==> src/rtl/pwm_capture.sv <==
// rtl/pwm_capture.sv - measures high time and period of a free-running PWM input
module pwm_capture #(
  parameter int WIDTH       = 32,
  parameter int SYNC_STAGES = 2
) (
  input  logic             clk,
  input  logic             rstn,
  input  logic             en,
  input  logic             pwm_in,
  output logic [WIDTH-1:0] high_cnt,
  output logic [WIDTH-1:0] period_cnt,
  output logic             valid,
  output logic             err
);

  localparam logic [1:0] IDLE = 2'd0;
  localparam logic [1:0] HIGH = 2'd1;
  localparam logic [1:0] LOW  = 2'd2;

  localparam logic [WIDTH-1:0] CNT_ONE = {{(WIDTH-1){1'b0}}, 1'b1};
  localparam logic [WIDTH-1:0] CNT_MAX = {WIDTH{1'b1}};

  logic [SYNC_STAGES-1:0] sync_q;
  logic                   s;
  logic                   s_d;
  logic                   rise;
  logic                   fall;

  logic [1:0]       state;
  logic [WIDTH-1:0] cnt;
  logic [WIDTH-1:0] hi_lat;
  logic             primed;

  assign s    = sync_q[SYNC_STAGES-1];
  assign rise = s & ~s_d;
  assign fall = ~s & s_d;

  // The synchronizer keeps running while en is low so edges stay coherent on re-enable.
  always_ff @(posedge clk or negedge rstn) begin
    if (!rstn) begin
      sync_q <= '0;
      s_d    <= 1'b0;
    end else begin
      sync_q <= {sync_q[SYNC_STAGES-2:0], pwm_in};
      s_d    <= s;
    end
  end

  always_ff @(posedge clk or negedge rstn) begin
    if (!rstn) begin
      state      <= IDLE;
      cnt        <= '0;
      hi_lat     <= '0;
      primed     <= 1'b0;
      high_cnt   <= '0;
      period_cnt <= '0;
      valid      <= 1'b0;
      err        <= 1'b0;
    end else begin
      valid <= 1'b0;
      err   <= 1'b0;
      if (!en) begin
        state  <= IDLE;
        cnt    <= '0;
        primed <= 1'b0;
      end else begin
        case (state)
          IDLE: begin
            cnt <= '0;
            if (rise) begin
              state  <= HIGH;
              cnt    <= CNT_ONE;
              primed <= 1'b0;
            end
          end
          HIGH: begin
            if (fall) begin
              hi_lat <= cnt;
              cnt    <= cnt + CNT_ONE;
              state  <= LOW;
            end else if (cnt == CNT_MAX) begin
              err   <= 1'b1;
              state <= IDLE;
              cnt   <= '0;
            end else begin
              cnt <= cnt + CNT_ONE;
            end
          end
          LOW: begin
            if (rise) begin
              cnt   <= CNT_ONE;
              state <= HIGH;
              // The period that started at the IDLE exit may be truncated, so it is never reported.
              if (primed) begin
                high_cnt   <= hi_lat;
                period_cnt <= cnt;
                valid      <= 1'b1;
              end else begin
                primed <= 1'b1;
              end
            end else if (cnt == CNT_MAX) begin
              err   <= 1'b1;
              state <= IDLE;
              cnt   <= '0;
            end else begin
              cnt <= cnt + CNT_ONE;
            end
          end
          default: begin
            state <= IDLE;
            cnt   <= '0;
          end
        endcase
      end
    end
  end

endmodule

==> config.mk <==
export PLATFORM = sky130hd
export DESIGN_NAME = pwm_capture
export DESIGN_NICKNAME = d
export VERILOG_FILES = /design/src/rtl/pwm_capture.sv
export SDC_FILE = /design/constraint.sdc
export NUM_CORES = 1
export LEC_CHECK = 0
export ABC_AREA = 1
export BUFFER_PORTS_ARGS = -buffer_cell sky130_fd_sc_hd__buf_2
export CORE_ASPECT_RATIO = 0.8
export CORE_MARGIN = 1
export CORE_UTILIZATION = 25
export DETAILED_ROUTE_END_ITERATION = 10
export GPL_TIMING_DRIVEN = 0
export MAX_ROUTING_LAYER = met4
export PLACE_DENSITY = 0.39
export SLEW_MARGIN = 5
export SYNTH_ARGS = -nofsm -noshare
export SYNTH_HDL_FRONTEND = slang
export SYNTH_SLANG_ARGS = --single-unit
==> constraint.sdc <==
create_clock -name clk -period 2.2 [get_ports clk]
set_clock_uncertainty 0.15 [all_clocks]
set_input_delay 0 -clock clk [delete_from_list [all_inputs] [get_ports clk]]
set_output_delay 0 -clock clk [all_outputs]
set_load 0.05 [all_outputs]
==> results of run 1 <==
## cell usage after synthesis, types with 2 or more instances
master    instances
a21oi_1          33
buf_2             9
clkbuf_1          8
dfrtp_1         136
ha_1              5
inv_1            52
mux2_1           12
mux2_2           20
nand2_1          97
nand2_2           2
nand2_4           3
nand3_1          17
nand3_2           2
nand4_1           6
nor2_1           92
nor2_2            2
nor2_4           11
nor3_1            7
o21ai_0          39
xor2_1           23
## metal layers
layer | track usage [%] | vias up
li1 | - | 2066
met1 | 18.9 | 2087
met2 | 18.7 | 85
met3 | 3.85 | 11
met4 | 3.20 | 0
met5 | - | -
## cell type report
class / count / share of cell area (%)
multi-input combinational: 376 / 29.0
tap: 306 / 5.19
inverter: 53 / 2.69
buffer: 19 / 1.78
clock inverter: 13 / 2.71
timing repair buffer: 79 / 6.39
clock buffer: 19 / 6.14
sequential: 136 / 46.1
## worst max-delay path, stage by stage (launching register included)
cell       delay [ns]
dfrtp_1          0.41
ha_4             0.17
nand2_1          0.09
nor2_4           0.17
nand2_4          0.10
nor2_8           0.18
nand3_2          0.11
nand2_2          0.10
nand2_4          0.08
nand2_4          0.07
buf_8            0.15
clkbuf_16        0.17
nor2_4           0.03
## final timing paths
| path | endpoint | start | cells past startpoint |
|---|---|---|---|
| setup / recovery | cnt[14] | cnt[1] | 12 |
| max in group asynchronous | hi_lat[30] | rstn | 3 |
| hold / removal | high_cnt[11] | rstn | 2 |
| hold reg to reg | sync_q[1] | sync_q[0] | 0 |
| min in group clk | sync_q[0] | pwm_in | 2 |
| setup reg to reg | cnt[14] | cnt[1] | 12 |
## what timing repair did
action / 4_1_cts / 5_1_grt
endpoints found under the hold margin: 79 / 0
hold buffers: 3 / 0
buffers inserted: 1 / 4
resized for setup: 5 / 17
cloned: 0 / 1
endpoints found under the setup margin: 75 / 100
pin swaps: 0 / 3
## stage by stage
step / hold WS, ns / total power [mW] / instance area [sq um] / utilization, %
2_1_floorplan: -0.446 / 2.69 / 5820 / -
3_3_place_gp: -0.0354 / 2.79 / 6540 / 28.9
3_5_place_dp: -0.0644 / 2.80 / 6580 / 29.1
4_1_cts: 0.0581 / 5.98 / 7290 / 32.2
5_1_grt: 0.0770 / 6.16 / 7380 / 32.6
6_report: 0.0366 / 5.92 / 7380 / 32.6
## state kept, by name, summed over array words and instances, names as in the netlist, 2 cells and up
signal      count
state           2
hi_lat         32
sync_q          2
period_cnt     32
cnt            32
high_cnt       32
## power by group
part           leakage (nW)  switching [mW]  internal, mW
registers              1.89          0.0137          2.52
clock network         0.322            1.08          2.06
logic                  1.28           0.168        0.0740
## cells by family after synthesis
kind of cell / share of synthesized area [%]
AO/OA/AOI/OAI: 6.54
flip-flops: 58.5
buffers and inverters: 5.31
AND/OR/NAND/NOR: 18.7
adder cells (fa/ha/maj): 1.08
XOR/XNOR: 3.61
multiplexers: 6.20
==> impl_metrics.ini, run 1 <==
[placed_design]
place_ws_ns = -0.354
hpwl_mm = 10.4
dp.cells = 960
gp_congestion = 0.857
io_buffers = 69

[yosys]
netlist_area_sq_um = 5820
synth.distinct_cells = 28
synth_ff_type = dfrtp_1
synth_seq_area_share_pct = 58.5
yosys_warnings = 0
synth-edff-count = 0
synth_async_sr_flop_share_pct = 100
synthDominantCellAreaShare_pct = 58.5
ys_ff_latch = 136
syn_nets = 593
syn-instance-count = 584
syn_avg_cell_area_sq_um = 9.96
yosysTopAreaCell = dfrtp_1
synthTopCellsByArea = dfrtp_1 59%, nand2_1 6.3%, nor2_1 5.9%

[clock_network]
path_clk_slew_ns = 0.06
clock-root-buffer = clkbuf_16
insertion_delay_ns = 0.41
cts_buffer_depth = 2
clock_sinks = 136
htree_levels = 4
cts_tree = yes
numCtsBuffers = 17

[floorplan]
io_pins = 70
rows = 49
die_area_sq_um = 23900
die_width_microns = 173
coreArea_sq_um = 22600
die_y_microns = 138
start_util_pct = 25.7

[final_layout]
layout_commonest_cell = dfrtp_1
layout_common_cells = 136 x dfrtp_1, 96 x nand2_1, 89 x nor2_1
drive_gt1_share_pct = 24.3
diodes = 0
multi_input_area_sq_um = 2140
fill_cells = 2352
nets = 691
ff_latch_area_sq_um = 3400
stdcell_count = 1001
area_delta_synth_final_pct = 26.9

[timing]
worstMarginPinSlew_ns = 0.714
post-route-period-util_pct = 95.5
hold_viol = 0
fin_setup_tns_ns = 0
rsz0062_at_grt = true
fin_crit_ns = 2.10
slew_viol_final = 0
setup_violations = 0
fmax_mhz = 476
relSlewSlack_pct = 52.4
setup_slack_ns = 0.0984

[route]
vias_per_cell = 4.24
routed-wl-met2_mm = 6.27
wl_per_cell_microns = 14.7
wl_met3_microns = 653
wl_met1_mm = 7.61
wl_mm = 14.7
vias = 4249
ant_nets = 0
highest_layer = met4
drc_errors = 0
first_iter_violations = 295
first_pass_iters = 6

[power_and_ir_drop]
power_density_nw_per_um2 = 802
leakagePower_nw = 3.50
ir_drop_mv = 0.495

[status]
status = complete, no violations

[critical_path]
critPathLaunchType = flip-flop
arrival_ns = 2.25
reg2reg_slack_ns = 0.1
cp.required_ns = 2.35
crit_type = flip-flop to flip-flop
crit_fanout = 11
critPathCaptureType = flip-flop

[min_path]
hold_class = input pin to asynchronous set/reset pin

[global_routing]
track_usage_pct = 13.4
antenna_found_initial = 0
grt.overflow.total = 0
grt_max_degree = 74
grt_pass1_wl_mm = 24.3
grt_pass1_vias = 4286

[job]
cap_viol_max_count = 0
No activity file was read; power rests on OpenSTA's default activity.
==> run 2: changes to the inputs <==
- GPL_ROUTABILITY_DRIVEN: default -> 0
- clock period: 2.2 -> 2.5 ns (I/O delays scaled with it)
==> impl_metrics.ini, run 2 (synthesis results as in run 1) <==
[timing]
fmax_mhz = 437
setup_violations = 0
post-route-period-util_pct = 91.6
rsz0062_at_grt = false
fin_crit_ns = 2.29
worstMarginPinSlew_ns = 0.707
holdWs_ns = 0.0474
slew_viol_final = 0
hold_viol = 0
relSlewSlack_pct = 52.9

[final_layout]
fill_cells = 2354
area_delta_synth_final_pct = 25.0
ff_latch_area_sq_um = 3400
nets = 685
layout_common_cells = 136 x dfrtp_1, 97 x nand2_1, 91 x nor2_1
layout_commonest_cell = dfrtp_1
drive_gt1_share_pct = 22.8
diodes = 0
stdcell_count = 995
multi_input_area_sq_um = 2110

[critical_path]
timing.rr.end = cnt[19]
slowest_delay_ns = 0.43
crit_top_cell = nand2_4
rr_worst_depth = 12
slowest_stage = dfrtp_1
critPathCaptureType = flip-flop
reg2reg_slack_ns = 0.21
crit_type = flip-flop to flip-flop
crit_chain = ha_1, nand2_1, nor2_2, nand2_4, nor2_8, nand2_1, nand3_2, nand2_4, nand2_4, buf_8, buf_12, nor2_4
cp.required_ns = 2.64
critPathLaunchType = flip-flop
crit_fanout = 10
arrival_ns = 2.43
r2r_start = cnt[0]

[clock_network]
clock_sinks = 136
clock-root-buffer = clkbuf_16
postCtsSetupRepairBufs = 0
numCtsBuffers = 17
insertion_delay_ns = 0.41
cts_buffer_depth = 2
htree_levels = 4
path_clk_slew_ns = 0.06
cts_tree = yes

[power_and_ir_drop]
power_density_nw_per_um2 = 714
ir_drop_mv = 0.433
power.internal_mw = 4.09
switching_share_pct = 21.3
seq_power_share_pct = 42.9
clkPwrFrac_pct = 53.3
leakagePower_nw = 3.45
power_frac_comb_pct = 3.7
p_sw_mw = 1.11

[floorplan]
die_width_microns = 173
coreArea_sq_um = 22600
io_pins = 70
die_y_microns = 138
die_area_sq_um = 23900
rows = 49
start_util_pct = 25.7

[placed_design]
hpwl_mm = 10.4
dp.cells = 960
io_buffers = 69

[route]
vias = 4240
first_iter_violations = 288
wl_mm = 14.5
ant_nets = 0
vias_per_cell = 4.26
wl_per_cell_microns = 14.6
first_pass_iters = 5
drc_errors = 0

[global_routing]
antenna_found_initial = 0
track_usage_pct = 13.4
grt.overflow.total = 0
grt_use_met2_pct = 18.7
met1_usage_pct = 18.9
grt_pass1_wl_mm = 24.2
grt_busiest_layer = met1
grt_max_degree = 74
grtUsageMet3_pct = 3.85
grt_pass1_vias = 4273

[min_path]
hold_class = input pin to asynchronous set/reset pin

[job]
cap_viol_max_count = 0

[status]
status = complete, no violations
[run 2: cell types whose count changed in the layout (fill, tap and decap cells not counted), sizes merged]
cell / before / now
buf: 84 / 80
clkbuf: 30 / 28
[run 2: critical path, delay by kind of cell, from the launching register on]
kind | cells | cell delay, ns
simple gates | 9 | 1.02
buf+inv | 2 | 0.32
fa+ha+maj | 1 | 0.24
flops | 1 | 0.43
[run 2: cell type report]
| type | count | area share, % |
|---|---|---|
| Timing Repair Buffer | 73 | 5.63 |
| Tap cell | 306 | 5.27 |
| Clock buffer | 19 | 6.23 |
| Buffer | 19 | 1.57 |
| Inverter | 53 | 2.74 |
| Clock inverter | 13 | 2.75 |
| Sequential cell | 136 | 46.8 |
| Multi-Input combinational cell | 376 | 29.0 |
[run 2: power by group through the flow]
stage | Sequential [mW] | Combinational [mW] | Clock [mW]
after global placement | 2.27 | 0.184 | 0
after detailed placement | 2.27 | 0.195 | 0
after floorplan | 2.26 | 0.105 | 0
after global routing | 2.23 | 0.219 | 2.95
after CTS | 2.23 | 0.198 | 2.84
final | 2.23 | 0.194 | 2.77
[run 2: through the flow]
| step | area [sq um] | util [%] | setup WS, ns | TNS, ns | total power [mW] |
|---|---|---|---|---|---|
| 2_1_floorplan | 5820 | - | 0.594 | 0 | 2.37 |
| 3_3_place_gp | 6540 | 28.9 | -0.721 | -95.94 | 2.45 |
| 3_5_place_dp | 6580 | 29.1 | -0.0537 | -0.498 | 2.46 |
| 4_1_cts | 7260 | 32.1 | 0.108 | 0 | 5.26 |
| 5_1_grt | 7270 | 32.1 | 0.0417 | 0 | 5.40 |
| 6_report | 7270 | 32.1 | 0.210 | 0 | 5.19 |
[run 2: worst max path at each step]
stage,start,end,slack [ns],cells after the start
after detailed placement,state[0],period_cnt[25],-0.05,7
final,cnt[0],cnt[19],0.21,12
after global routing,state[0],period_cnt[28],0.04,7
after CTS,state[0],period_cnt[28],0.11,7
after floorplan,state[0],high_cnt[28],0.59,6
after global placement,rstn,valid,-0.72,1
[run 2: metal layers]
metal / vias to the layer above / part of all wire [%]
met1: 2071 / 53
met3: 10 / 4.2
met5: - / 0
met4: 0 / 1.1
met2: 101 / 42
li1: 2058 / -
[run 2: timing repair]
item                                    4_1_cts  5_1_grt
hold buffers                                  3        0
hold endpoints to repair                     79        0
pin swaps                                     0        0
endpoints found under the setup margin       21        9
resized for setup                             1        3
